--- config.mk ---
export PLATFORM = sky130hd
export DESIGN_NAME = collision_scorer
export DESIGN_NICKNAME = d
export VERILOG_FILES = /design/src/rtl/flappy_pkg.sv /design/src/rtl/bcd_counter4.sv /design/src/rtl/collision_scorer.sv
export SDC_FILE = /design/constraint.sdc
export NUM_CORES = 1
export LEC_CHECK = 0
export ABC_AREA = 0
export CAP_MARGIN = 20
export CORE_AREA = 2 2 117 119
export DETAILED_ROUTE_END_ITERATION = 8
export DIE_AREA = 0 0 119 121
export GPL_TIMING_DRIVEN = 0
export PLACE_DENSITY = 0.57
export SYNTH_ARGS = -nofsm -noshare
export SYNTH_HDL_FRONTEND = slang
export SYNTH_SLANG_ARGS = --single-unit
export TNS_END_PERCENT = 1
--- constraint.sdc ---
create_clock -name Clk -period 9.61 [get_ports Clk]
set_input_delay 0.961 -clock Clk [delete_from_list [all_inputs] [get_ports Clk]]
set_output_delay 0.961 -clock Clk [all_outputs]
set_load 0.01 [all_outputs]
--- src/rtl/flappy_pkg.sv ---
// Shared definitions for the flappy game blocks: geometry defaults,
// one-hot state encodings and small helpers used by the pipe, bird and
// collision/score logic.
package flappy_pkg;

    // Geometry defaults, all in pixels
    localparam int BIRD_X_DEF   = 200;
    localparam int BIRD_W_DEF   = 20;
    localparam int BIRD_H_DEF   = 20;
    localparam int PIPE_W_DEF   = 60;
    localparam int GAP_H_DEF    = 120;
    localparam int FLOOR_Y_DEF  = 470;
    localparam int SCREEN_W_DEF = 800;

    // Score saturation value, 4-digit BCD
    localparam logic [15:0] BCD_MAX = 16'h9999;

    // Game states, one-hot
    typedef enum logic [2:0] {
        ST_IDLE = 3'b001,
        ST_PLAY = 3'b010,
        ST_LOST = 3'b100
    } game_state_e;

    // Result of comparing one pipe against the bird box
    typedef struct packed {
        logic hit;        // bird box outside the gap while overlapping in X
        logic pass_set;   // pipe right edge fully left of the bird
        logic pass_clr;   // pipe back at/right of the bird, or offscreen
    } pipe_eval_t;

    // Add 0..2 to a 4-digit BCD value, clamping at 9999 on overflow
    function automatic logic [15:0] bcd_add_sat(input logic [15:0] val,
                                                input logic [1:0]  amt);
        logic [15:0] res;
        logic [4:0]  sum;
        logic [1:0]  carry;
        res   = val;
        carry = amt;
        for (int i = 0; i < 4; i++) begin
            sum = {1'b0, val[i*4 +: 4]} + {3'b000, carry};
            if (sum > 5'd9) begin
                res[i*4 +: 4] = 4'(sum - 5'd10);
                carry         = 2'd1;
            end else begin
                res[i*4 +: 4] = sum[3:0];
                carry         = 2'd0;
            end
        end
        if (carry != 2'd0) begin
            res = BCD_MAX;
        end
        return res;
    endfunction

endpackage

--- src/rtl/bcd_counter4.sv ---
// Four-digit BCD score counter. Counts up by one or two per cycle
// (two pipes can be passed together) and sticks at 9999.
module bcd_counter4
    import flappy_pkg::*;
(
    input  logic        Clk,
    input  logic        Reset,
    input  logic        inc1,
    input  logic        inc2,
    input  logic        clr,
    output logic [15:0] count
);

    logic [15:0] count_q;
    logic [15:0] count_d;
    logic [1:0]  amt;

    // Next count: clear wins over increment
    always_comb begin
        amt     = {1'b0, inc1} + {1'b0, inc2};
        count_d = count_q;
        if (clr) begin
            count_d = 16'h0000;
        end else if (amt != 2'd0) begin
            count_d = bcd_add_sat(count_q, amt);
        end
    end

    // Count register with synchronous reset
    always_ff @(posedge Clk) begin
        if (Reset) begin
            count_q <= 16'h0000;
        end else begin
            count_q <= count_d;
        end
    end

    assign count = count_q;

endmodule

--- src/rtl/collision_scorer.sv ---
// Collision detection, pass scoring and game-state control for the flappy
// game. Compares the fixed-X bird box against two pipes and the screen
// boundaries, counts passed pipes in BCD and keeps a high score.
//
// state | meaning
// ------+------------------------------------------------------------
// IDLE  | waiting for a Start edge; score and pass flags frozen
// PLAY  | game running; hits and passes evaluated every cycle
// LOST  | game over; Lost high, waiting for a Start edge back to IDLE
module collision_scorer
    import flappy_pkg::*;
#(
    parameter int BIRD_X   = BIRD_X_DEF,
    parameter int BIRD_W   = BIRD_W_DEF,
    parameter int BIRD_H   = BIRD_H_DEF,
    parameter int PIPE_W   = PIPE_W_DEF,
    parameter int GAP_H    = GAP_H_DEF,
    parameter int FLOOR_Y  = FLOOR_Y_DEF,
    parameter int SCREEN_W = SCREEN_W_DEF
) (
    input  logic        Clk,
    input  logic        Reset,
    input  logic        Start,
    input  logic [9:0]  BirdPosY,
    input  logic [9:0]  PipePosX1,
    input  logic [9:0]  PipePosY1,
    input  logic [9:0]  PipePosX2,
    input  logic [9:0]  PipePosY2,
    output logic        Lost,
    output logic [15:0] Score,
    output logic [15:0] HighScore,
    output logic        Playing
);

    // 11-bit geometry so that position + size never wraps
    localparam logic [10:0] BIRD_L11  = 11'(BIRD_X);
    localparam logic [10:0] BIRD_R11  = 11'(BIRD_X + BIRD_W);
    localparam logic [10:0] BIRD_H11  = 11'(BIRD_H);
    localparam logic [10:0] PIPE_W11  = 11'(PIPE_W);
    localparam logic [10:0] GAP_H11   = 11'(GAP_H);
    localparam logic [10:0] FLOOR_11  = 11'(FLOOR_Y);
    localparam logic [10:0] SCREEN_11 = 11'(SCREEN_W);

    // Compare one pipe against the bird box
    function automatic pipe_eval_t pipe_eval(input logic [9:0] px,
                                             input logic [9:0] py,
                                             input logic [9:0] by);
        pipe_eval_t  r;
        logic [10:0] x;
        logic [10:0] y;
        logic [10:0] b;
        logic        active;
        logic        x_overlap;
        x         = {1'b0, px};
        y         = {1'b0, py};
        b         = {1'b0, by};
        active    = (x < SCREEN_11);
        x_overlap = (x < BIRD_R11) && ((x + PIPE_W11) > BIRD_L11);
        r.hit      = active && x_overlap &&
                     ((b < y) || ((b + BIRD_H11) > (y + GAP_H11)));
        r.pass_set = active && ((x + PIPE_W11) < BIRD_L11);
        r.pass_clr = !active || (x >= BIRD_R11);
        return r;
    endfunction

    game_state_e state_q, state_d;
    logic        start_prev_q, start_prev_d;
    logic [1:0]  passed_q, passed_d;
    logic        lost_q, lost_d;
    logic        playing_q, playing_d;
    logic        lost_entry_q, lost_entry_d;
    logic [15:0] high_score_q, high_score_d;

    pipe_eval_t  pipe1_ev;
    pipe_eval_t  pipe2_ev;
    logic        boundary_hit;
    logic        hit;
    logic        start_rise;
    logic        in_play;
    logic [1:0]  pass_inc;
    logic        score_clr;
    logic [15:0] score;

    // Geometry comparators
    always_comb begin
        pipe1_ev     = pipe_eval(PipePosX1, PipePosY1, BirdPosY);
        pipe2_ev     = pipe_eval(PipePosX2, PipePosY2, BirdPosY);
        boundary_hit = (BirdPosY == 10'd0) ||
                       (({1'b0, BirdPosY} + BIRD_H11) >= FLOOR_11);
    end

    // Next-state, pass flags, score control and registered outputs
    always_comb begin
        start_rise   = Start && !start_prev_q;
        start_prev_d = Start;
        in_play      = (state_q == ST_PLAY);
        hit          = in_play && (pipe1_ev.hit || pipe2_ev.hit || boundary_hit);

        state_d = state_q;
        case (state_q)
            ST_IDLE: if (start_rise) state_d = ST_PLAY;
            ST_PLAY: if (hit)        state_d = ST_LOST;
            ST_LOST: if (start_rise) state_d = ST_IDLE;
            default:                 state_d = ST_IDLE;
        endcase

        // A pass scores only on the flag's 0->1 transition, so a pipe
        // parked left of the bird counts once.
        passed_d = passed_q;
        pass_inc = 2'b00;
        if (in_play) begin
            if (pipe1_ev.pass_clr) begin
                passed_d[0] = 1'b0;
            end else if (pipe1_ev.pass_set) begin
                passed_d[0] = 1'b1;
                pass_inc[0] = !passed_q[0];
            end
            if (pipe2_ev.pass_clr) begin
                passed_d[1] = 1'b0;
            end else if (pipe2_ev.pass_set) begin
                passed_d[1] = 1'b1;
                pass_inc[1] = !passed_q[1];
            end
        end

        score_clr = (state_q == ST_IDLE) && start_rise;

        lost_d       = (state_d == ST_LOST);
        playing_d    = (state_d == ST_PLAY);
        lost_entry_d = hit;

        // Score already includes any pass from the hit cycle by now
        high_score_d = high_score_q;
        if (lost_entry_q && (score > high_score_q)) begin
            high_score_d = score;
        end
    end

    // State, flags and outputs with synchronous reset
    always_ff @(posedge Clk) begin
        if (Reset) begin
            state_q      <= ST_IDLE;
            start_prev_q <= 1'b0;
            passed_q     <= 2'b00;
            lost_q       <= 1'b0;
            playing_q    <= 1'b0;
            lost_entry_q <= 1'b0;
            high_score_q <= 16'h0000;
        end else begin
            state_q      <= state_d;
            start_prev_q <= start_prev_d;
            passed_q     <= passed_d;
            lost_q       <= lost_d;
            playing_q    <= playing_d;
            lost_entry_q <= lost_entry_d;
            high_score_q <= high_score_d;
        end
    end

    bcd_counter4 u_score (
        .Clk   (Clk),
        .Reset (Reset),
        .inc1  (pass_inc[0]),
        .inc2  (pass_inc[1]),
        .clr   (score_clr),
        .count (score)
    );

    assign Lost      = lost_q;
    assign Playing   = playing_q;
    assign Score     = score;
    assign HighScore = high_score_q;

endmodule

==> summary by stage, run 1 <==
Power and ir drop
The internal power is 328 uW. The fraction of power spent switching nets is 0.271. The share of total power dissipated in combinational logic is 0.246. The maximum VDD drop is 0.0600 mV.

Summed over all cells, the static leakage comes to 0.00218 uW. Power spread over the standard cell area amounts to 83.8 nW/um^2. The share of total power in the clock network is 0.373.

For this design the total switching power over the nets is 122 uW. The portion of total power attributed to sequential cells is 0.381.

Clock network
In this run the clock root is driven by a clkbuf_16. After clock tree synthesis, the clock-pin slew on the worst setup and hold paths is 0.06 ns. The CTS sink count is 41. Post-CTS repair changed the size of 0 cells. The CTS tree is built. The clock passes through at most 2 buffers. The latest clock arrival within the worst-skew pair is approximately 0.28 ns.

The number of clock buffers added by TritonCTS is 5. The number of hold buffers added after CTS was 0. The H-tree depth reported by CTS is 2.

The number of buffers added for setup after CTS is 0.

Cells and area
Summing all multi-input logic gate instances after layout gives 3050 um^2. The sequential cells in the finished layout cover a total of a little over 800 um^2. The number of nets at the end of the flow is 752. After the flow finishes, the layout carries non-filler instances totaling 797. With fillers left out, the area of the finished cells amounts to ~5400 um^2.

The layout has 1307 filler cells. At the end of the flow the core is filled with cells to 0.411. From synthesis to final layout, the design area changed by 29.7%. The repair_antennas step left the layout with diodes totalling 0. In the final layout, the share of cells above drive strength 1 is 0.0242.

Detailed routing
The routed design has 10700 um of wire. The detailed-route vias per instance is between 5 and 6. Once detail routing completed, the nets flagged for antenna violations numbered 0. The number of detailed-routing iterations run before antenna repair is 4. The routed layout has 4005 vias. The post-detailed-route wirelength per cell is 13.4 um. The number of DRC markers after the initial detailed-route iteration is 133. The number of DRC violations after detailed routing is 0.

Setup path
The signal arrival time at the worst endpoint is 9.08 ns. On the worst path, the slowest cell contributes a delay of 0.63 ns. The required time of the critical path is around 9.8 ns.

The worst reg2reg path startpoint is state_q[0]. The worst setup path is of the in -> reg kind. The type of destination of the critical path is a register. For this design, the slowest cell found on the critical path is clkdlybuf4s50_1.

By instance count, the cell type seen most on the critical path is ha_1. The peak fanout along the critical path is 8. The worst setup path startpoint is PipePosX1[2]. The sort of element at the start of the critical path is an input port.

Placed design
The total instance count after detailed placement is 789. At the end of routability-driven placement, the weighted congestion stood at 0.869. The placed instance area is 5230 um^2. The post-DP HPWL is 8730 um.

Buffers placed on the I/O ports in this run total 86.

Die
The area enclosed by the die boundary is 14400 um^2. In this run the horizontal extent of the chip is about 120 um. The initial cell density of the core is 0.317. The die span in y is between 100 and 150 um. During I/O placement, the number of pins put on the boundary was 87. The number of placement rows is 42.

The area of the core region is 13100 um^2.

STA
The final worst hold slack is 0.474 ns. The total negative setup slack is 0 ns. The maximum achievable frequency is 0.113 GHz.

Setup repair after global routing left no endpoint under its margin. The maximum clock skew at final layout is 0.00660 ns. The post-route minimum period is 8.87 ns. The setup violation total in the final timing report is 0. The number of max-slew violations in the final report is 0. The total count of hold-check failures in the final report is 0.

Dividing the final minimum period by the clock period gives 0.923. In this run the tightest slew margin relative to its limit is 0.570. The pin slew with the least headroom to its limit is approximately 0.63 ns.

Yosys
Averaged over all synthesized cells, the footprint is 7.86 um^2. After synthesis the netlist holds a flip-flop and latch count of roughly 40. The share of synthesized area in the top cell type comes to 0.232. When the netlist entered floorplanning its net count stood at 658. The dominant cell type by area after synthesis is ha_1.

Counting instances in the post-synthesis netlist gives the leading cell types as ha_1 (77), nor2_1 (64), inv_1 (54). The share of the Yosys chip area taken by registers is 0.198. The leading cell type by number of instances after synthesis is ha_1. The unique cell type count in the Yosys netlist is 59. Counting every instance in the synthesized netlist gives about 530. The synthesized netlist occupies a cell area of 4140 um^2.

For this run, the leading register cell type out of synthesis is dfxtp_1. The share of flip-flops with an asynchronous set or reset is 0. In the post-synthesis netlist, the biggest area contributors are ha_1 (23%), dfxtp_1 (20%), nor2_1 (5.8%). Yosys mapped a number of flops with a built-in enable equal to 0. The count of yosys warnings during synthesis is 0.

Worst hold path
The launch point of the worst hold path is passed_q[0]. The type of the tightest min-delay check is reg -> reg.

GRT
The global-route wire length before repair is 18300 um. Global routing finished with a remaining overflow of 0. The via count of the first global-routing pass is between 3000 and 4000. The largest net degree at the start of global routing is 13.

The all-layer global routing usage is 0.153. The initial antenna violation count came to 0.

Run status
The run finished with clean final reports.

Run
The tool flagged a number of max-cap violations equal to 0.
-- metal layers --
metal | GRT usage | share of wire
met4 | 0.0439 | 0.017
met2 | 0.267 | 0.48
met1 | 0.198 | 0.47
met5 | 0 | 0
met3 | 0.0216 | 0.035
-- through the flow --
stage               setup WS (ns)  power [uW]
finish                      0.743         450
floorplan                    1.91         239
detailed placement         -0.103         286
global placement           0.0608         284
CTS                         0.128         456
global route               0.0354         477
-- area by class of cell --
class                           instances  share of cell area
Timing Repair Buffer                   87               0.161
Inverter                               56              0.0391
Clock buffer                            6              0.0258
Clock inverter                          1             0.00140
Multi-Input combinational cell        416               0.568
Sequential cell                        41               0.153
Tap cell                              176              0.0410
Buffer                                 14              0.0114
-- logic make-up after synthesis --
logic type,after synthesis,share of synthesized area
AOI/OAI and AO/OA,128,0.203
muxes,16,0.0386
adders and majority gates,78,0.237
and+or+nand+nor,169,0.205
DFF,41,0.198
xor gates and xnor gates,25,0.0528
buffers and inverters,70,0.0655
-- path summary, 6_finish.rpt --
kind | end | slack, ns | depth (start not counted)
worst max register to register | u_score.count[3] | 2.74 | 32
worst min register to register | passed_q[0] | 0.47 | 2
worst max-delay path | u_score.count[3] | 0.74 | 36
worst min-delay path | passed_q[0] | 0.47 | 2
-- power by group through the flow --
stage	registers, uW	logic (uW)	clock network, uW
2_1_floorplan	176	63.2	0
3_3_place_gp	176	108	0
3_5_place_dp	176	110	0
4_1_cts	172	111	173
5_1_grt	172	127	178
6_report	172	111	168
-- cell usage in the layout, fill, tap and decap left out, drive strengths merged, types with 4 or more instances in the layout --
master and instances:
a211oi 8, a21o 5, a21oi 29, a22oi 6, a31oi 6, and3 6
clkbuf 18, clkdlybuf4s50 86, dfxtp 41, ha 77, inv 56, mux2i 16
nand2 19, nand2b 8, nand3 14, nand4 8, nor2 64, nor2b 9
nor3 16, nor3b 5, o211ai 5, o21a 13, o21ai 27, o22ai 5
or4 4, xnor2 20, xor2 5
-- worst max-delay path, delay by kind of cell --
kind | cells | cell delay (ns)
adders and majority gates | 10 | 2.86
buffers and inverters | 5 | 1.28
AOI/OAI and AO/OA | 9 | 1.27
and+or+nand+nor | 12 | 2.68
-- sequential cells by signal, summed over array words and instances, names as in the netlist --
signal,count
state_q,3
Playing,1
passed_q,2
lost_entry_q,1
HighScore,16
start_prev_q,1
Lost,1
u_score.count,16
No activity file was read; power rests on OpenSTA's default activity.
==> run 2, diff against run 1 <==
ABC_AREA = 1   (was 0)
CORE_AREA = 2 2 121 123   (was 2 2 117 119)
DIE_AREA = 0 0 123 125   (was 0 0 119 121)
PLACE_DENSITY = 0.58   (was 0.57)
clock period = 7.61 ns   (was 9.61 ns; I/O delays follow)
==> run 2 against run 1 <==
Via count rose by 4.9%. Hold slack worse by 0.014 ns. Global-route usage shrank 1.1 points. Final cell count rose by 17%. Combinational power grew 63%. Critical endpoint is now u_score.count[2]. Setup slack worse by 0.074 ns. First-iteration DRC count is 6.8% higher. Core utilization is 1.2 points lower. Register-to-register slack worse by 1.1 ns. Synthesized area is 6.6% higher. Clock skew is 0.0018 ns lower.
==> summary by stage, run 2 <==
Die
The die span in y is 125 um. The I/O pin count is 87. The initial cell density of the core is 0.311.

The floorplan has 44 rows. The core region is about 14000 um^2. The die outline width is 123 um. The die covers between 15000 and 20000 um^2.

Detailed routing
The number of vias in the routed layout is 4202. The number of DRC markers after the initial detailed-route iteration is 142. After detailed routing, the number of vias per cell comes to 4.50.

The number of DRC violations after detailed routing is 0. The number of detailed-routing iterations run before antenna repair is 4. The routed wire length is roughly 11000 um. The post-detailed-route wirelength per cell is 11.3 um. The post-detailed-route count of antenna-violating nets is 0.

Cells and area
The net count of the finished layout is 879. In the final layout, the share of cells above drive strength 1 is 0.0748. Summing all non-filler instances in the final layout gives an area of approximately 5700 um^2. The final standard cell utilization of the core is 0.399. The number of diodes added for antenna fixing is 0. The layout overhead on the synthesized area is 28.2%. The top cell types in the final layout, fill and taps aside, are nand2_1 (133), inv_1 (121), clkdlybuf4s50_1 (86). The most frequent standard cell in the layout excluding fill and tap cells is nand2_1.

Power and ir drop
The maximum VDD drop is 0.0864 mV. The power per standard cell area is approximately 110 nW/um^2. The static leakage is 0.00267 uW.

Setup path
The cell that appears most often on the critical path is ha_1. The worst reg-to-reg setup slack is 1.63 ns. The required time of the critical path is 7.83 ns.

The peak fanout along the critical path is 7. The critical path start-end classification is in -> reg. The sort of element at the start of the critical path is an input port. The signal arrival time at the worst endpoint is 7.16 ns.

The delay of the slowest cell on the worst path is 0.53 ns. The worst register-to-register path begins at state_q[2]. The number of cells on the worst reg-to-reg path is 30. STA classifies the critical path endpoint as a register. The critical register-to-register path endpoint is u_score.count[2]. The cell with the largest stage delay on the worst path is fa_1.

STA
The number of max-slew violations in the final report is 0. For the pin with the worst max-slew slack, the measured transition is approximately 0.47 ns. The total count of hold-check failures in the final report is 0. The total negative setup slack is 0 ns. The setup violation total in the final timing report is 0. The worst-case headroom to the max-slew limit is 0.689. The maximum achievable frequency is 0.144 GHz. Across all hold checks on the routed design, the worst slack comes to between 0.4 and 0.5 ns.

Setup repair after global routing left no endpoint under its margin. The post-route minimum period is around 6.9 ns. The period utilization is 0.912. The maximum clock skew at final layout is 0.00477 ns.

Placed design
The placed instance area is 5510 um^2. The weighted congestion reported at the end of routability-driven placement is 0.823. Once detailed placement completed, the half-perimeter wirelength came to 8860 um. In this run the tool buffered the top-level ports with 86 buffer cells.

Clock network
The number of buffers inserted during clock tree synthesis is 5. The CTS tree is built. The H-tree depth reported by CTS is 2. No sink is reached through more buffers than the 2 on the longest clock path. The cell sitting at the root of the clock tree is a clkbuf_16.

The latest clock arrival within the worst-skew pair is 0.28 ns. Counting every sink on the clock net gives 41. The clock-pin slew reported for the worst setup and hold paths after clock tree synthesis is 0.06 ns. The number of hold buffers added after cts is 0.

Yosys
When the netlist entered floorplanning its net count stood at 785. The share of synthesized area in the top cell type comes to 0.218. Sorting the synthesized cells by area gives the leading types as ha_1 (22%), dfxtp_1 (19%), nand2_1 (11%). The synthesized area per cell is between 6 and 7 um^2. The synthesized design contains 0 enable-type register cells. The netlist uses 46 different library cells. For this run, the leading register cell type out of synthesis is dfxtp_1.

The gate count of the mapped netlist is 654. After synthesis, the most frequently instantiated cells are nand2_1 (133), inv_1 (121), ha_1 (77). For this run, the register share of the synthesized area comes to 0.186. The leading cell type by number of instances after synthesis is nand2_1. Yosys printed 0 warnings. The mapped netlist covers 4420 um^2.

The dominant cell type by area after synthesis is ha_1. In this run, synthesis produced a sequential element count of between 40 and 50. Of all flip-flops after synthesis, the portion carrying an async set or reset was 0.

Worst hold path
The worst hold path was traced through 2 stages. The path with the worst hold slack has its endpoint at passed_q[0]. The launch point of the worst hold path is passed_q[0]. The worst hold path belongs to the class reg -> reg.

Run
The max-cap check violation count is 0.

GRT
The initial antenna violation count is 0. The via count of the first global-routing pass is 3892. The global-route congestion overflow total is 0. The global-route wire length before repair is 18000 um. For this run, the total global-route usage over all layers was measured as 0.142. The largest net degree at the start of global routing is 14.

Run status
The run finished with clean final reports.
run 2: worst max-delay path: cells and delay by family:
kind | cells | cell delay, ns
adders and majority gates | 10 | 2.42
AOI/OAI and AO/OA | 9 | 1.38
and+or+nand+nor | 9 | 1.16
buffers and inverters | 6 | 0.89
xor gates and xnor gates | 3 | 0.52
run 2: worst max path at each step:
stage | cells past startpoint | end | slack [ns] | from
2_1_floorplan | 36 | u_score.count[2] | 1.59 | PipePosX1[2]
3_3_place_gp | 37 | u_score.count[2] | 0.40 | PipePosX1[2]
3_5_place_dp | 37 | u_score.count[2] | 0.34 | PipePosX1[2]
4_1_cts | 37 | u_score.count[2] | 0.61 | PipePosX1[2]
5_1_grt | 37 | u_score.count[2] | 0.02 | PipePosX1[2]
6_report | 37 | u_score.count[2] | 0.67 | PipePosX1[2]
run 2: power by group:
group          internal, uW  total (uW)  leakage (uW)  switching, uW
logic                  80.4         181       0.00227            101
clock network           120         210     0.0000696           89.6
registers               222         226      0.000331           3.90
total                   423         617       0.00267            194
run 2: per-layer routing:
metal,global-route usage,wire length [um]
met1,0.190,5090
met4,0.0221,40
met2,0.247,4950
met5,0,0
met3,0.0196,438
run 2: cell families (layout without fill, tap and decap cells):
logic type | count (synthesis) | count (layout) | share of synthesized area
compound gates | 106 | 106 | 0.146
xor+xnor | 21 | 21 | 0.0433
fa+ha+maj | 78 | 78 | 0.223
buf+inv | 139 | 234 | 0.122
flops | 41 | 41 | 0.186
simple gates | 269 | 269 | 0.280
run 2: area by class of cell:
class | count | area [um^2]
inverters | 130 | 490
repair buffers | 87 | 868
multi-input cells | 474 | 3060
clock inverters | 3 | 17.5
well taps | 184 | 230
fillers | 1564 | 8540
flip-flops and latches | 41 | 821
clock buffers | 5 | 125
plain buffers | 9 | 50.0
run 2: per-stage QoR:
step           cells  worst slack (ns)  power [uW]
3_5_place_dp     924             0.339         414
4_1_cts          932             0.612         627
6_report         933             0.669         617
5_1_grt          933            0.0184         664
3_3_place_gp     924             0.396         413
2_1_floorplan    654              1.59         344
run 2: what timing repair did:
action,CTS,global route
endpoints found under the setup margin,0,1
buffers inserted,0,1
resized for setup,0,1
==> run 3, diff against run 2 <==
CAP_MARGIN = not set   (was 20)
MAX_ROUTING_LAYER = met4   (was not set)
==> run 3 against run 2 <==
The flow now stops in detailed routing (5_2_route). Synthesized area unchanged. Synthesized cell count unchanged. Global-route usage up 0.42 points.
==> summary by stage, run 3 <==
Run status
The flow did not finish. Progress stopped at detailed routing (5_2_route). The tool reported: "[ERROR DRT-0255] Maze Route cannot find path of net Clk in worker of routeBox ( 96600 0 ) ( 123000 48300 )".

Placed design
The wire-length estimate of the detail-placed layout is roughly 8900 um. The count of buffers inserted at the top-level ports is 86. Routability-driven placement finished with a final weighted congestion of between 0.8 and 0.9.

Clock network
The longest clock path from root to sink contains 2 buffers. Buffers inserted to repair hold after CTS numbered 0. The H-tree depth reported by CTS is 2.

The root cell of the clock tree is clkbuf_16. The number of buffers inserted during clock tree synthesis is 5. The CTS sink count is 41.

STA
The classification of the worst endpoint is a sequential cell input. The worst endpoint after global-route timing repair is u_score.count[2]$_SDFFE_PP0P_/D.

GRT
The all-layer global routing usage is 0.147. The global-route wire length before repair is 18000 um. The largest net degree at the start of global routing is 14.

The initial antenna violation count is 0. For this run the aggregate overflow at the end of global routing stands at 0. The via count of the first global-routing pass is 3894.

Yosys
The dominant cell type by area after synthesis is ha_1. Sorting the synthesized cells by area gives the leading types as ha_1 (22%), dfxtp_1 (19%), nand2_1 (11%). The number of different library cells used by synthesis comes to 46. Yosys mapped a number of flops with a built-in enable equal to 0. The flip-flop and latch count after synthesis is between 40 and 50. Of the post-synthesis cell area, the dominant cell type holds 0.218. The number of nets handed over by synthesis was 785. The gate count of the mapped netlist is 654.

The most used flip-flop cell after synthesis is dfxtp_1. The share of flip-flops with an asynchronous set or reset is 0. By count the netlist is led by nand2_1 (133), inv_1 (121), ha_1 (77). The cell area that synthesis handed to floorplanning was 4420 um^2. For this run, the register share of the synthesized area comes to 0.186. The synthesized area per cell is 6.76 um^2. The leading cell type by number of instances after synthesis is nand2_1. The count of yosys warnings during synthesis is 0.

Die
For this design the top-level I/O count stands at 87. The die is 123 um wide. The number of placement rows is 44. The die span in y is 125 um.

The initial utilization of the core area, before any placement, comes to 0.311.
==> run 3: cell counts after synthesis <==
Identical to the previous run, type by type.
==> run 3: stage by stage <==
step / std cells / instance area [um^2] / hold slack, ns / worst slack (ns)
floorplan: 654 / 4420 / 0.441 / 1.59
global placement: 924 / 5510 / 0.448 / 0.396
detailed placement: 924 / 5510 / 0.453 / 0.339
CTS: 932 / 5650 / 0.463 / 0.612
global route: 933 / 5660 / 0.500 / 0.0184
==> run 3: layer usage <==
| metal | track usage |
|---|---|
| met5 | - |
| met4 | 0.0221 |
| met3 | 0.0196 |
| met2 | 0.247 |
| met1 | 0.190 |
==> run 3: kinds of logic after synthesis <==
family | after synthesis | share of synthesized area
AND/OR/NAND/NOR | 269 | 0.280
buffers and inverters | 139 | 0.122
AO/OA/AOI/OAI | 106 | 0.146
adder cells (fa/ha/maj) | 78 | 0.223
flip-flops | 41 | 0.186
XOR/XNOR | 21 | 0.0433
==> run 3: timing repair <==
item	in CTS	in global routing
setup endpoints to repair	0	1
buffers inserted	0	1
endpoints found under the hold margin	0	0
gates resized for setup	0	1
==> run 4, diff against run 3 <==
CORE_AREA = 2 2 152 154   (was 2 2 121 123)
DIE_AREA = 0 0 154 156   (was 0 0 123 125)
MAX_ROUTING_LAYER = not set   (was met4)
PLACE_DENSITY = not set   (was 0.58)
PLACE_DENSITY_LB_ADDON = 0.15   (was not set)
clock period = 9.9 ns   (was 7.61 ns; I/O delays follow)
==> run 4 against run 3 <==
The flow now finishes without violations. Global-route usage shrank 4.3 points.
==> summary by stage, run 4 (synthesized netlist as in run 2, its figures left out) <==
GRT
The via count of the first global-routing pass is 4060. The all-layer global routing usage is 0.104. The first global-routing pass estimated 20400 um of wire.

The initial antenna violation count came to 0. Entering global routing, the biggest net connects 13 pins. Global routing finished with a remaining overflow of 0.

Power and ir drop
Summing internal, switching and leakage power gives 509 uW. The worst-case IR drop observed on VDD is 0.0661 mV. The portion of total power attributed to sequential cells is 0.342. The share of total power in the clock network is 0.381.

Of the total power, combinational logic draws 0.278. The internal portion of the total power is 359 uW. Of the total power, the share spent switching nets is 0.295. The analysis attributes to cell leakage a power of 0.00268 uW. The analysis attributes to net switching a power of 150 uW.

Dividing total power by cell area gives a power density of 87.7 nW/um^2.

Detailed routing
The number of DRC violations after detailed routing is 0. The post-detailed-route count of antenna-violating nets is 0. In this run, the number of DRC markers left after iteration 0 of detailed routing was 101.

The detailed-route vias per instance is 4.07. The first TritonRoute pass finished after 4 iterations. Across all layers, the routed design uses around 4200 vias. In the final routed layout, each cell accounts on average for around 12 um. The routed wire length is 12100 um.

Setup path
The critical path depth in cells is 37. In this run the worst path has a maximum fanout of 7. Data on the critical path arrives at its endpoint at 7.47 ns.

The most frequent cell on the critical path is ha_1. The number of buffers and inverters on the critical path is 5. In this run the critical register-to-register path is captured at u_score.count[2].

Grouping stages by cell kind, the critical path spends the most delay in adder cells. Data on the critical path is required at its endpoint by 10.12 ns. The worst reg-to-reg setup slack is 3.83 ns. In this run the worst setup path terminates at u_score.count[2]. The critical path start-end classification is in -> reg. The type of destination of the critical path is a register.

The startpoint identified for the worst register-to-register timing path is state_q[2]. Tracing the worst setup path back leads to its startpoint at PipePosX1[2]. The number of cells on the worst reg-to-reg path is 30. The slowest stage of the critical path belongs to the cell clkdlybuf4s50_1. The sort of element at the start of the critical path is an input port. In this design, the stage delay of the slowest critical-path cell is 0.52 ns.

Cells and area
The layout overhead on the synthesized area is 31.5%. The library cell used most frequently in the layout, excluding fill and tap cells, is nand2_1. The number of non-filler instances in the completed layout is 1033.

The cell area after layout is 5810 um^2. The library cells used most frequently in the layout, excluding fill and tap cells, are nand2_1 (133), inv_1 (121), clkdlybuf4s50_1 (86). The fraction of layout instances using a drive strength above 1 is 0.0709. The number of diodes added for antenna fixing is 0. In the final design database the tool counted 878 nets.

Clock network
The number of buffers inserted during clock tree synthesis is 5. Counting along the longest clock path gives a buffer depth of 2. For this design, the sink count on the clock tree is 41. The H-tree depth reported by CTS is 2.

TritonCTS built the clock tree. At the later pin of the worst-skew pair, clock insertion delay measures 0.28 ns. The root cell of the clock tree is clkbuf_16. Clock-pin slew was measured on the worst setup and hold paths at 0.06 ns. The post-cts repair resize count is 0. The number of hold buffers added after cts is 0.

The number of buffers added for setup after CTS is 0.

STA
The total count of hold-check failures in the final report is 0. The maximum clock skew at final layout is roughly 0.005 ns. The worst-case headroom to the max-slew limit is 0.614. In the finished design, the share of the clock period the worst path needs comes to 0.732.

Across all hold checks on the routed design, the worst slack comes to 0.464 ns. The maximum achievable frequency is 0.138 GHz. Setup repair after global routing left no endpoint under its margin. For the pin with the worst max-slew slack, the measured transition is 0.579 ns.

The setup violation total in the final timing report is 0. The total negative setup slack is 0 ns. Subtracting the final worst setup slack from the clock period gives 7.25 ns. The number of max-slew violations in the final report is 0.

Die
For this configuration, the core starts out at a cell density of 0.198. 87 I/O pins were placed. The die span in y is 156 um. The die covers 24000 um^2. The number of placement rows is 55. The die outline width is between 150 and 200 um. The area of the core region is 22400 um^2.

Placed design
Once placement completed, the tool counted placed cells totaling 1025. In this run the cell area measured after placement is 5640 um^2. The post-DP HPWL is 10400 um.

At the end of routability-driven placement, the weighted congestion stood at roughly 0.78. In this run the tool buffered the top-level ports with between 80 and 90 buffer cells.

Run status
The flow ran to the end, and the final reports show no timing, DRC or antenna violations.

Worst hold path
The type of the tightest min-delay check is reg -> reg.

Run
Max-cap violations in this run came to 0.
## run 4: worst min-delay path, stage by stage, from the launching register on
cell and delay, ns:
dfxtp_1 0.32, inv_1 0.05, a21oi_1 0.05
## run 4: layout make-up
class | count | area (um^2)
sequential | 41 | 821
inverter | 130 | 490
tap | 285 | 357
clock buffer | 7 | 143
timing repair buffer | 86 | 861
fill | 2538 | 16600
buffer | 9 | 50.0
clock inverter | 1 | 30.0
multi-input combinational | 474 | 3060
## run 4: per-stage QoR
| step | worst slack (ns) | utilization |
|---|---|---|
| finish | 2.65 | 0.260 |
| detailed placement | 2.32 | 0.252 |
| CTS | 2.61 | 0.260 |
| floorplan | 3.65 | - |
| global placement | 2.35 | 0.252 |
| global route | 2.02 | 0.260 |
## run 4: worst min path at each step
stage / startpoint / endpoint / cells past startpoint
after floorplan: passed_q[0] / passed_q[0] / 2
after global placement: passed_q[0] / passed_q[0] / 2
after detailed placement: passed_q[1] / passed_q[1] / 2
after CTS: passed_q[0] / passed_q[0] / 2
after global routing: passed_q[0] / passed_q[0] / 2
final: passed_q[0] / passed_q[0] / 2
## run 4: power by group through the flow
stage	Clock, uW	Sequential, uW	Combinational (uW)
after CTS	201	174	145
after floorplan	0	178	86.1
after detailed placement	0	178	144
after global placement	0	178	144
after global routing	206	175	163
final	194	174	141
## run 4: layer usage
metal  track usage  wire, um  part of all wire
met1         0.139      5950              0.49
met2         0.183      5780              0.48
met3        0.0114       333             0.027
met4        0.0147        56            0.0046
met5             0         0                 0
